==> config.mk <==
export PLATFORM = sky130hd
export DESIGN_NAME = uart_rx_fifo
export DESIGN_NICKNAME = d
export VERILOG_FILES = /design/src/rtl/uart_pkg.sv /design/src/rtl/sync_fifo.sv /design/src/rtl/uart_rx_fifo.sv
export SDC_FILE = /design/constraint.sdc
export NUM_CORES = 1
export LEC_CHECK = 0
export BUFFER_PORTS_ARGS = -buffer_cell sky130_fd_sc_hd__buf_2
export CORE_UTILIZATION = 40
export CTS_CLUSTER_DIAMETER = 200
export DETAILED_ROUTE_END_ITERATION = 6
export GPL_TIMING_DRIVEN = 0
export PLACE_DENSITY = 0.68
export SLEW_MARGIN = 25
export SYNTH_ARGS = -nofsm -noshare
export SYNTH_HDL_FRONTEND = slang
export SYNTH_SLANG_ARGS = --single-unit
==> constraint.sdc <==
create_clock -name clk -period 6.95 [get_ports clk]
set_clock_uncertainty 0.15 [all_clocks]
set_input_delay 0.695 -clock clk [delete_from_list [all_inputs] [get_ports clk]]
set_output_delay 0.695 -clock clk [all_outputs]
set_load 0.1 [all_outputs]
==> src/rtl/uart_pkg.sv <==
`default_nettype none
// ============================================================================
// Module      : uart_pkg
// Description : Shared types and helpers for the UART receive path: receiver
//               state encoding, parity mode constants and the baud divisor
//               calculation.
// Revision    : 1.0 - initial release
// ============================================================================
package uart_pkg;

    // Receiver FSM states, explicitly encoded.
    typedef enum logic [2:0] {
        ST_IDLE      = 3'd0,
        ST_START     = 3'd1,
        ST_DATA      = 3'd2,
        ST_PAR       = 3'd3,
        ST_STOP      = 3'd4,
        ST_WAIT_HIGH = 3'd5
    } rx_state_t;

    // Parity mode selectors.
    localparam int PAR_NONE = 0;
    localparam int PAR_EVEN = 1;
    localparam int PAR_ODD  = 2;

    // Clocks per oversample tick, rounded to nearest, never below 1.
    function automatic int calc_div(input longint clk_hz, input longint baud,
                                    input longint os);
        longint w_den;
        longint w_q;
        w_den = baud * os;
        w_q   = (clk_hz + w_den / 2) / w_den;
        if (w_q < 1) begin
            w_q = 1;
        end
        return int'(w_q);
    endfunction

endpackage
`default_nettype wire

==> src/rtl/sync_fifo.sv <==
`default_nettype none
// ============================================================================
// Module      : sync_fifo
// Description : Single-clock FIFO with show-ahead read data. A pop while
//               empty is ignored; a push while full is dropped unless a pop
//               in the same cycle frees a slot.
// Ports       : clk, rst        - clock, synchronous active-high reset
//               push, push_data - write request and data
//               pop             - read request (advances head)
//               rd_data         - head entry, 0 while empty
//               full, empty     - occupancy flags
//               count           - entries held (0..DEPTH)
// Revision    : 1.0 - initial release
// ============================================================================
module sync_fifo #(
    parameter int WIDTH = 8,
    parameter int DEPTH = 8
) (
    input  logic                     clk,
    input  logic                     rst,
    input  logic                     push,
    input  logic [WIDTH-1:0]         push_data,
    input  logic                     pop,
    output logic [WIDTH-1:0]         rd_data,
    output logic                     full,
    output logic                     empty,
    output logic [$clog2(DEPTH):0]   count
);

    localparam int c_AW = $clog2(DEPTH);
    localparam logic [c_AW:0] c_FULL_COUNT = (c_AW + 1)'(DEPTH);

    logic [WIDTH-1:0] r_mem [DEPTH];
    logic [c_AW-1:0]  r_wr_ptr;
    logic [c_AW-1:0]  r_rd_ptr;
    logic [c_AW:0]    r_count;

    logic w_do_pop;
    logic w_do_push;

    assign empty     = (r_count == '0);
    assign full      = (r_count == c_FULL_COUNT);
    assign w_do_pop  = pop && !empty;
    // A simultaneous pop makes room, so a push on a full FIFO still lands.
    assign w_do_push = push && (!full || w_do_pop);

    assign count   = r_count;
    // Forced to zero while empty so stale or unwritten storage never shows.
    assign rd_data = empty ? '0 : r_mem[r_rd_ptr];

    // Storage is not reset; it is only visible through rd_data when valid.
    always_ff @(posedge clk) begin
        if (w_do_push) begin
            r_mem[r_wr_ptr] <= push_data;
        end
    end

    // DEPTH is a power of two, so pointer wrap is the natural overflow.
    always_ff @(posedge clk) begin
        if (rst) begin
            r_wr_ptr <= '0;
            r_rd_ptr <= '0;
            r_count  <= '0;
        end else begin
            if (w_do_push) begin
                r_wr_ptr <= r_wr_ptr + 1'b1;
            end
            if (w_do_pop) begin
                r_rd_ptr <= r_rd_ptr + 1'b1;
            end
            case ({w_do_push, w_do_pop})
                2'b10:   r_count <= r_count + 1'b1;
                2'b01:   r_count <= r_count - 1'b1;
                default: r_count <= r_count;
            endcase
        end
    end

endmodule
`default_nettype wire

==> src/rtl/uart_rx_fifo.sv <==
`default_nettype none
// ============================================================================
// Module      : uart_rx_fifo
// Description : Oversampling UART receiver feeding a show-ahead receive FIFO,
//               with sticky frame, parity and overrun error flags.
// Ports       : clk, rst     - clock, synchronous active-high reset
//               rx           - asynchronous serial input, idle high
//               rd_en        - pop the FIFO head
//               rd_data      - FIFO head (valid while rd_valid)
//               rd_valid     - FIFO non-empty
//               count        - entries held
//               err_clr      - clear all sticky error flags
//               frame_err    - stop bit sampled low
//               parity_err   - parity mismatch
//               overrun_err  - frame completed while FIFO full
// Revision    : 1.0 - initial release
// ============================================================================
module uart_rx_fifo
    import uart_pkg::*;
#(
    parameter int CLK_FREQ_HZ = 100_000_000,
    parameter int BAUD        = 9600,
    parameter int OVERSAMPLE  = 16,
    parameter int DATA_BITS   = 8,
    parameter int PARITY      = 0,
    parameter int FIFO_DEPTH  = 8
) (
    input  logic                          clk,
    input  logic                          rst,
    input  logic                          rx,
    input  logic                          rd_en,
    output logic [DATA_BITS-1:0]          rd_data,
    output logic                          rd_valid,
    output logic [$clog2(FIFO_DEPTH):0]   count,
    input  logic                          err_clr,
    output logic                          frame_err,
    output logic                          parity_err,
    output logic                          overrun_err
);

    localparam int c_DIV   = calc_div(longint'(CLK_FREQ_HZ), longint'(BAUD),
                                      longint'(OVERSAMPLE));
    localparam int c_DIV_W = (c_DIV > 1) ? $clog2(c_DIV) : 1;
    localparam int c_OS_W  = $clog2(OVERSAMPLE);
    localparam int c_BIT_W = $clog2(DATA_BITS);

    localparam logic [c_DIV_W-1:0] c_DIV_LAST = c_DIV_W'(c_DIV - 1);
    localparam logic [c_OS_W-1:0]  c_OS_HALF  = c_OS_W'(OVERSAMPLE / 2 - 1);
    localparam logic [c_OS_W-1:0]  c_OS_LAST  = c_OS_W'(OVERSAMPLE - 1);
    localparam logic [c_BIT_W-1:0] c_BIT_LAST = c_BIT_W'(DATA_BITS - 1);

    // ------------------------------------------------------------------
    // Input synchroniser; resets to the idle line level.
    // ------------------------------------------------------------------
    logic r_sync1;
    logic r_rxs;

    always_ff @(posedge clk) begin
        if (rst) begin
            r_sync1 <= 1'b1;
            r_rxs   <= 1'b1;
        end else begin
            r_sync1 <= rx;
            r_rxs   <= r_sync1;
        end
    end

    // ------------------------------------------------------------------
    // Receiver datapath and FSM
    // ------------------------------------------------------------------
    rx_state_t              r_state;
    logic [c_DIV_W-1:0]     r_div_cnt;
    logic [c_OS_W-1:0]      r_os_cnt;
    logic [c_BIT_W-1:0]     r_bit_cnt;
    logic [DATA_BITS-1:0]   r_shift;
    logic                   r_par_bad;

    logic                   w_tick;
    logic [c_OS_W-1:0]      w_os_target;
    logic                   w_sample;
    logic                   w_par_exp;
    logic                   w_stop_sample;
    logic                   w_push;
    logic                   w_full;
    logic                   w_empty;

    // Divider idles at zero in IDLE, which doubles as the reload on START entry.
    assign w_tick      = (r_state != ST_IDLE) && (r_div_cnt == c_DIV_LAST);
    // The start bit is checked half a bit in so later samples land mid-bit.
    assign w_os_target = (r_state == ST_START) ? c_OS_HALF : c_OS_LAST;
    assign w_sample    = w_tick && (r_os_cnt == w_os_target);
    assign w_par_exp   = (PARITY == PAR_ODD) ? ~(^r_shift) : (^r_shift);

    assign w_stop_sample = w_sample && (r_state == ST_STOP);
    // Push goes straight into the FIFO on the stop sample edge.
    assign w_push        = w_stop_sample && r_rxs && !r_par_bad;

    always_ff @(posedge clk) begin
        if (rst) begin
            r_state   <= ST_IDLE;
            r_div_cnt <= '0;
            r_os_cnt  <= '0;
            r_bit_cnt <= '0;
            r_shift   <= '0;
            r_par_bad <= 1'b0;
        end else begin
            if ((r_state == ST_IDLE) || w_tick) begin
                r_div_cnt <= '0;
            end else begin
                r_div_cnt <= r_div_cnt + 1'b1;
            end

            if ((r_state == ST_IDLE) || w_sample) begin
                r_os_cnt <= '0;
            end else if (w_tick) begin
                r_os_cnt <= r_os_cnt + 1'b1;
            end

            case (r_state)
                ST_IDLE: begin
                    if (!r_rxs) begin
                        r_state   <= ST_START;
                        r_bit_cnt <= '0;
                        r_par_bad <= 1'b0;
                    end
                end
                ST_START: begin
                    if (w_sample) begin
                        // Line back high by mid-start: treat as a glitch.
                        r_state <= r_rxs ? ST_IDLE : ST_DATA;
                    end
                end
                ST_DATA: begin
                    if (w_sample) begin
                        r_shift <= {r_rxs, r_shift[DATA_BITS-1:1]};
                        if (r_bit_cnt == c_BIT_LAST) begin
                            r_bit_cnt <= '0;
                            r_state   <= (PARITY != PAR_NONE) ? ST_PAR : ST_STOP;
                        end else begin
                            r_bit_cnt <= r_bit_cnt + 1'b1;
                        end
                    end
                end
                ST_PAR: begin
                    if (w_sample) begin
                        r_par_bad <= (r_rxs != w_par_exp);
                        r_state   <= ST_STOP;
                    end
                end
                ST_STOP: begin
                    if (w_sample) begin
                        // A low stop bit may be a break; wait for the line to
                        // recover rather than retriggering on it.
                        r_state <= r_rxs ? ST_IDLE : ST_WAIT_HIGH;
                    end
                end
                ST_WAIT_HIGH: begin
                    if (r_rxs) begin
                        r_state <= ST_IDLE;
                    end
                end
                default: r_state <= ST_IDLE;
            endcase
        end
    end

    // ------------------------------------------------------------------
    // Sticky error flags; a set event wins over a simultaneous clear.
    // ------------------------------------------------------------------
    logic r_frame_err;
    logic r_parity_err;
    logic r_overrun_err;

    always_ff @(posedge clk) begin
        if (rst) begin
            r_frame_err   <= 1'b0;
            r_parity_err  <= 1'b0;
            r_overrun_err <= 1'b0;
        end else begin
            if (w_stop_sample && !r_rxs) begin
                r_frame_err <= 1'b1;
            end else if (err_clr) begin
                r_frame_err <= 1'b0;
            end

            if (w_stop_sample && r_rxs && r_par_bad) begin
                r_parity_err <= 1'b1;
            end else if (err_clr) begin
                r_parity_err <= 1'b0;
            end

            // A concurrent pop frees a slot, so only an unrelieved full is an overrun.
            if (w_push && w_full && !rd_en) begin
                r_overrun_err <= 1'b1;
            end else if (err_clr) begin
                r_overrun_err <= 1'b0;
            end
        end
    end

    assign frame_err   = r_frame_err;
    assign parity_err  = r_parity_err;
    assign overrun_err = r_overrun_err;

    // ------------------------------------------------------------------
    // Receive buffer
    // ------------------------------------------------------------------
    sync_fifo #(
        .WIDTH (DATA_BITS),
        .DEPTH (FIFO_DEPTH)
    ) u_fifo (
        .clk       (clk),
        .rst       (rst),
        .push      (w_push),
        .push_data (r_shift),
        .pop       (rd_en),
        .rd_data   (rd_data),
        .full      (w_full),
        .empty     (w_empty),
        .count     (count)
    );

    assign rd_valid = !w_empty;

endmodule
`default_nettype wire
== Word level (Yosys, flattened, before mapping) ==
Memories as Yosys holds them, arrays and structs flattened. A register that Yosys moved wholly into a read port is not among the register bits.
Cells that the tools add are included.

* Flip-flop bits (word level): 44
* Memories: 1
* RAM bits: 64

{| class="wikitable"
|+ Memory list
! memory !! depth !! bits a word !! read ports !! clocked after memory_dff !! write ports !! RTL line !! RTL
|-
| u_fifo.r_mem || 8 || 8 || 1 || 1 || 1 || sync_fifo.sv:33 || <nowiki>logic [WIDTH-1:0] r_mem [DEPTH];</nowiki>
|}

* Reduce and logical (&&, ||, !) cells: 35
* Add/sub/neg operators: 7
* Equal/unequal tests: 19
* Multiplexer cells: 28

{| class="wikitable"
|+ Operators by type and width
! operator !! count
|-
| $mux W3 || 13
|-
| $pmux W3 S6 || 1
|-
| $ne A2 B2 Y1 const B || 7
|-
| $reduce_bool A2 Y1 || 6
|-
| $logic_and A1 B1 Y1 || 11
|-
| $add A10 B1 Y10 const B || 1
|-
| $eq A10 B10 Y1 const B || 1
|-
| $add A3 B1 Y3 const B || 3
|-
| $eq A3 B3 Y1 const B || 3
|-
| $add A4 B1 Y4 const B || 2
|-
| $mux W1 || 8
|-
| $mux W8 || 1
|-
| $pmux W4 S2 || 1
|-
| $reduce_xor A8 Y1 || 1
|-
| $reduce_and A7 Y1 || 1
|-
| $eq A3 B2 Y1 const B || 2
|-
| $pmux W3 S2 || 1
|-
| $reduce_and A3 Y1 || 2
|-
| $logic_not A1 Y1 || 5
|-
| $eq A4 B4 Y1 || 1
|-
| $eq A4 B4 Y1 const B || 1
|-
| $logic_not A4 Y1 || 1
|-
| $mux W4 || 1
|-
| $reduce_or A2 Y1 || 2
|-
| other kinds (11) || 13
|}

== Longest topological paths before layout ==
* Word-level depth: 10
* Depth in mapped cells: 13
* Depth with buffers taken out: 13

== By module ==
A second synthesis with hierarchy kept.

* Cell total of the unflattened synthesis: 362
* Area total of the unflattened synthesis: 4,784.6 um^2

{| class="wikitable"
|+ Modules (own cells, without submodules)
! module !! instances !! cells an instance !! area each (um^2)
|-
| sync_fifo || 1 || 184 || 3,160.5
|-
| uart_rx_fifo || 1 || 178 || 1,624.1
|}

== Least setup slack after synthesis ==
OpenSTA, ideal clock, no wires.

* Kind: flip-flop to output port
* From: reg u_fifo.r_count[1], in the netlist u_fifo.count[1]
* To: out rd_data[0]
* Setup slack: 3.267 ns
* Required time: 6.105 ns
* Cell stages (with the launch flop): 5
* Path buffers: 2
* Arrival time: 2.838 ns
* Path through: dfxtp_1 clkbuf_1 nor4_1 clkbuf_1 nor2_1

* Word-level cells in the longest chain between the ends: 2

{| class="wikitable"
|+ RTL lines
! what !! RTL line !! RTL
|-
| from (decl) || sync_fifo.sv:36 || <nowiki>logic [c_AW:0] r_count;</nowiki>
|-
| from (signal assigned) || sync_fifo.sv:72 || <nowiki>2'b10: r_count <= r_count + 1'b1;</nowiki>
|-
| from (signal assigned) || sync_fifo.sv:73 || <nowiki>2'b01: r_count <= r_count - 1'b1;</nowiki>
|-
| from (signal assigned) || sync_fifo.sv:74 || <nowiki>default: r_count <= r_count;</nowiki>
|-
| $logic_not A4 Y1 || sync_fifo.sv:41 || <nowiki>assign empty = (r_count == '0);</nowiki>
|-
| $mux W8 || sync_fifo.sv:49 || <nowiki>assign rd_data = empty ? '0 : r_mem[r_rd_ptr];</nowiki>
|-
| to (decl) || uart_rx_fifo.sv:32 || <nowiki>output logic [DATA_BITS-1:0] rd_data,</nowiki>
|}

No other way between the ends.

==> results.json <==
{
  "run_status": "finished, violations left",
  "violations": "DRC",
  "cts_setup_buffers": 0,
  "critical_path_class": "flip-flop to output port",
  "synth_commonest_cells": "64 x sky130_fd_sc_hd__edfxtp_1, 53 x sky130_fd_sc_hd__nor2_1, 47 x sky130_fd_sc_hd__dfxtp_1",
  "timing.critical_path.slowest_cell_delay_ns": 0.58,
  "numnets_final": 413,
  "cts.htree.levels": 3,
  "fmaxAchievable_ghz": 0.290,
  "grtUsageTotal_pct": 15.6,
  "slew_violations": 0,
  "fp.dieArea_sq_um": 12500,
  "synth_cell_types": 54,
  "post-place-ws_ns": 3.69,
  "critical_path.slowest_cell": "sky130_fd_sc_hd__clkbuf_1",
  "hold_path_class": "flip-flop to flip-flop",
  "static_leakage_uw": 0.00189,
  "count_of_cells_resized_by_post_cts_repair": 0,
  "remaining_drc_errors": 4,
  "multiInputGateArea_sq_um": 1880,
  "clockRootBuffer": "sky130_fd_sc_hd__clkbuf_16",
  "cp_top_family": "buffers and inverters",
  "detail_route.wl_per_cell_microns": 16.4,
  "drt_wl_total_microns": 8970,
  "worst_skew_pair.late_latency_ns": 0.34,
  "fin_setup_tns_ns": 0,
  "maxCapViolCount": 0,
  "number_of_nets_in_the_synthesized_netlist": 381,
  "insertedDiodeCount": 0,
  "seq_power_share_pct": 56.8,
  "detailed_place.area_sq_um": 5120,
  "ctsHoldBuffers": 0,
  "critical_path.endpoint_type": "output port",
  "finalSetupViolCount": 0,
  "drt_first_pass_iters": 6,
  "clockBufferDepth": 2,
  "p_comb_share_pct": 1.5,
  "cts.sink_count": 111,
  "ys_dominant_reg_cell": "sky130_fd_sc_hd__edfxtp_1",
  "power.clock.fraction_pct": 41.7,
  "synth_area_leaders": "sky130_fd_sc_hd__edfxtp_1 40%, sky130_fd_sc_hd__dfxtp_1 20%, sky130_fd_sc_hd__mux4_2 7.5%",
  "via_count": 2928,
  "power.switching_fraction_pct": 19.5,
  "gp_congestion": 0.817,
  "switchingPower_uw": 237,
  "synth_top_area_cell": "sky130_fd_sc_hd__edfxtp_1",
  "synth-edff-count": 64,
  "power.total_uw": 1210,
  "drt-initial-drc-count": 213,
  "critical_path_source_type": "flip-flop",
  "first_global_vias": 2927,
  "std_cell_rows": 39,
  "overflow": 0,
  "antenna_found_initial": 0,
  "clk_pin_slew_worst_paths_ns": 0.07,
  "dieHeight_microns": 112,
  "period_minus_slack_ns": 3.44,
  "final_layout_size_suffix_gt1_share_pct": 18.4,
  "power_per_cell_area_nw_per_um2": 224,
  "core_region_area_sq_um": 11600,
  "period_share_pct": 49.6,
  "critical_path.n_buffers_inverters": 3,
  "critical_path_arrival_ns": 2.60,
  "syn_avg_cell_area_sq_um": 13.1,
  "io_buffer_count": 20,
  "hpwl_microns": 6170,
  "fill_cells": 1010,
  "stdcell_area_sq_um": 5410,
  "max_slew_margin_pct": 41.0,
  "postLayoutSetupSlackWorst_ns": 3.51,
  "grt_pass1_wl_microns": 14900,
  "post_synth_instance_area_sq_um": 4810,
  "syn-instance-count": 366,
  "synth_seq_area_share_pct": 59.6,
  "yosys_warn_count": 0,
  "critical-path-top-cell-by-count": "sky130_fd_sc_hd__clkbuf_1",
  "syn2layout_area_growth_pct": 12.5,
  "die_width_microns": 112,
  "synth.ff_latch_count": 111,
  "internal_power_uw": 976,
  "critPathMaxFanout": 10,
  "report.final.hold_viol_count": 0,
  "tritoncts": "done",
  "irDropWorstVdd_uv": 90.4,
  "initial_utilization_pct": 41.6,
  "cts_made_buffers": 9,
  "rsz0062_at_grt": "no",
  "postSynth.asyncResetShare_pct": 0,
  "worst_slew_pin_tran_ns": 0.880,
  "synth_largest_type_area_fraction_pct": 40.0,
  "crit_required_ns": 6.11,
  "vias_per_cell": 5.36,
  "floorplan.io_pins": 21,
  "largest_net_degree_at_the_start_of_global_routing": 19,
  "path_cells": "clkbuf_1 > clkbuf_1 > mux4_2 > mux2i_1 > nor2_1 > buf_2",
  "final-seq-area_sq_um": 2860,
  "cell_with_the_most_instances_after_synthesis": "sky130_fd_sc_hd__edfxtp_1",
  "detail-route-antenna-nets": 0
}
## flip-flops by register name (all words and copies together) (netlist names), named ones only
| signal | count |
|---|---|
| u_fifo.r_mem | 64 |
| r_div_cnt | 10 |
| r_shift | 8 |
| r_os_cnt | 4 |
| u_fifo.count | 4 |
| r_bit_cnt | 3 |
| r_state | 3 |
| u_fifo.r_rd_ptr | 3 |
| u_fifo.r_wr_ptr | 3 |
| frame_err | 1 |
| overrun_err | 1 |
| parity_err | 1 |
| r_par_bad | 1 |
| r_rxs | 1 |
| r_sync1 | 1 |
## layout make-up
type	count	area share (%)
Buffer	16	1.30
Clock buffer	11	4.30
Clock inverter	5	1.09
Inverter	5	0.347
Multi-Input combinational cell	234	34.8
Sequential cell	111	52.9
Tap cell	143	3.31
Timing Repair Buffer	21	1.94
## layout by cell type (no fill, tap or decap), drive strengths merged, types with 8 or more instances in the layout
cell type  Yosys  final
nand2          8      8
mux4          16     16
nor2          53     53
xnor2         14     14
edfxtp        64     64
xor2          10     10
nand2b        10     10
ha            10     10
nor3          13     13
mux2i         18     18
buf            9     30
a21oi         12     12
nand3          8      8
dfxtp         47     47
clkbuf         7     18
## layer usage
| metal | global-route usage [%] | vias up | share of wire [%] |
|---|---|---|---|
| met1 | 20.6 | 1443 | 47 |
| met4 | 5.86 | 0 | 1.5 |
| li1 | - | 1418 | - |
| met2 | 25.3 | 58 | 49 |
| met5 | 0 | - | 0 |
| met3 | 3.48 | 9 | 3.1 |
## cells by family after synthesis
group                      count (synthesis)  synth area share [%]
AOI/OAI and AO/OA                         33                  4.42
xor gates and xnor gates                  25                  5.00
adders and majority gates                 10                  2.60
buffers and inverters                     21                  1.85
DFF                                      111                  59.6
muxes                                     36                  11.7
and+or+nand+nor                          130                  14.9
## power by group through the flow
stage / combinational [uW] / sequential (uW) / clock [uW]
floorplan: 13.0 / 703 / 0
global placement: 17.6 / 704 / 0
detailed placement: 18.0 / 704 / 0
CTS: 18.1 / 689 / 517
global route: 20.3 / 689 / 541
finish: 18.0 / 689 / 506
## worst paths after layout
path	end	startpoint	cells past startpoint	slack, ns
max	rd_data[5]	flip-flop	6	3.51
max reg2reg	u_fifo.count[2]	r_state[2]	11	3.64
min reg2reg	r_rxs	r_sync1	1	0.27
min	r_rxs	r_sync1	1	0.27
## metrics by stage
| stage | hold slack [ns] | std cells | util, % |
|---|---|---|---|
| finish | 0.266 | 546 | 46.8 |
| global route | 0.291 | 546 | 46.8 |
| CTS | 0.265 | 546 | 46.8 |
| detailed placement | 0.249 | 530 | 44.2 |
| global placement | 0.243 | 529 | 44.0 |
| floorplan | 0.239 | 366 | - |
## worst register-to-register path, cell delays in order (launching register included)
cell and delay (ns):
sky130_fd_sc_hd__dfxtp_1 0.46, sky130_fd_sc_hd__clkbuf_1 0.36, sky130_fd_sc_hd__nand2_1 0.16, sky130_fd_sc_hd__nor3_1 0.30
sky130_fd_sc_hd__nand3_1 0.36, sky130_fd_sc_hd__ha_1 0.39, sky130_fd_sc_hd__xor2_1 0.16, sky130_fd_sc_hd__ha_1 0.19
sky130_fd_sc_hd__a21oi_1 0.14, sky130_fd_sc_hd__xor2_1 0.09, sky130_fd_sc_hd__or3_1 0.31, sky130_fd_sc_hd__a21oi_1 0.14
Note: power is estimated with default switching activity, not from simulation.
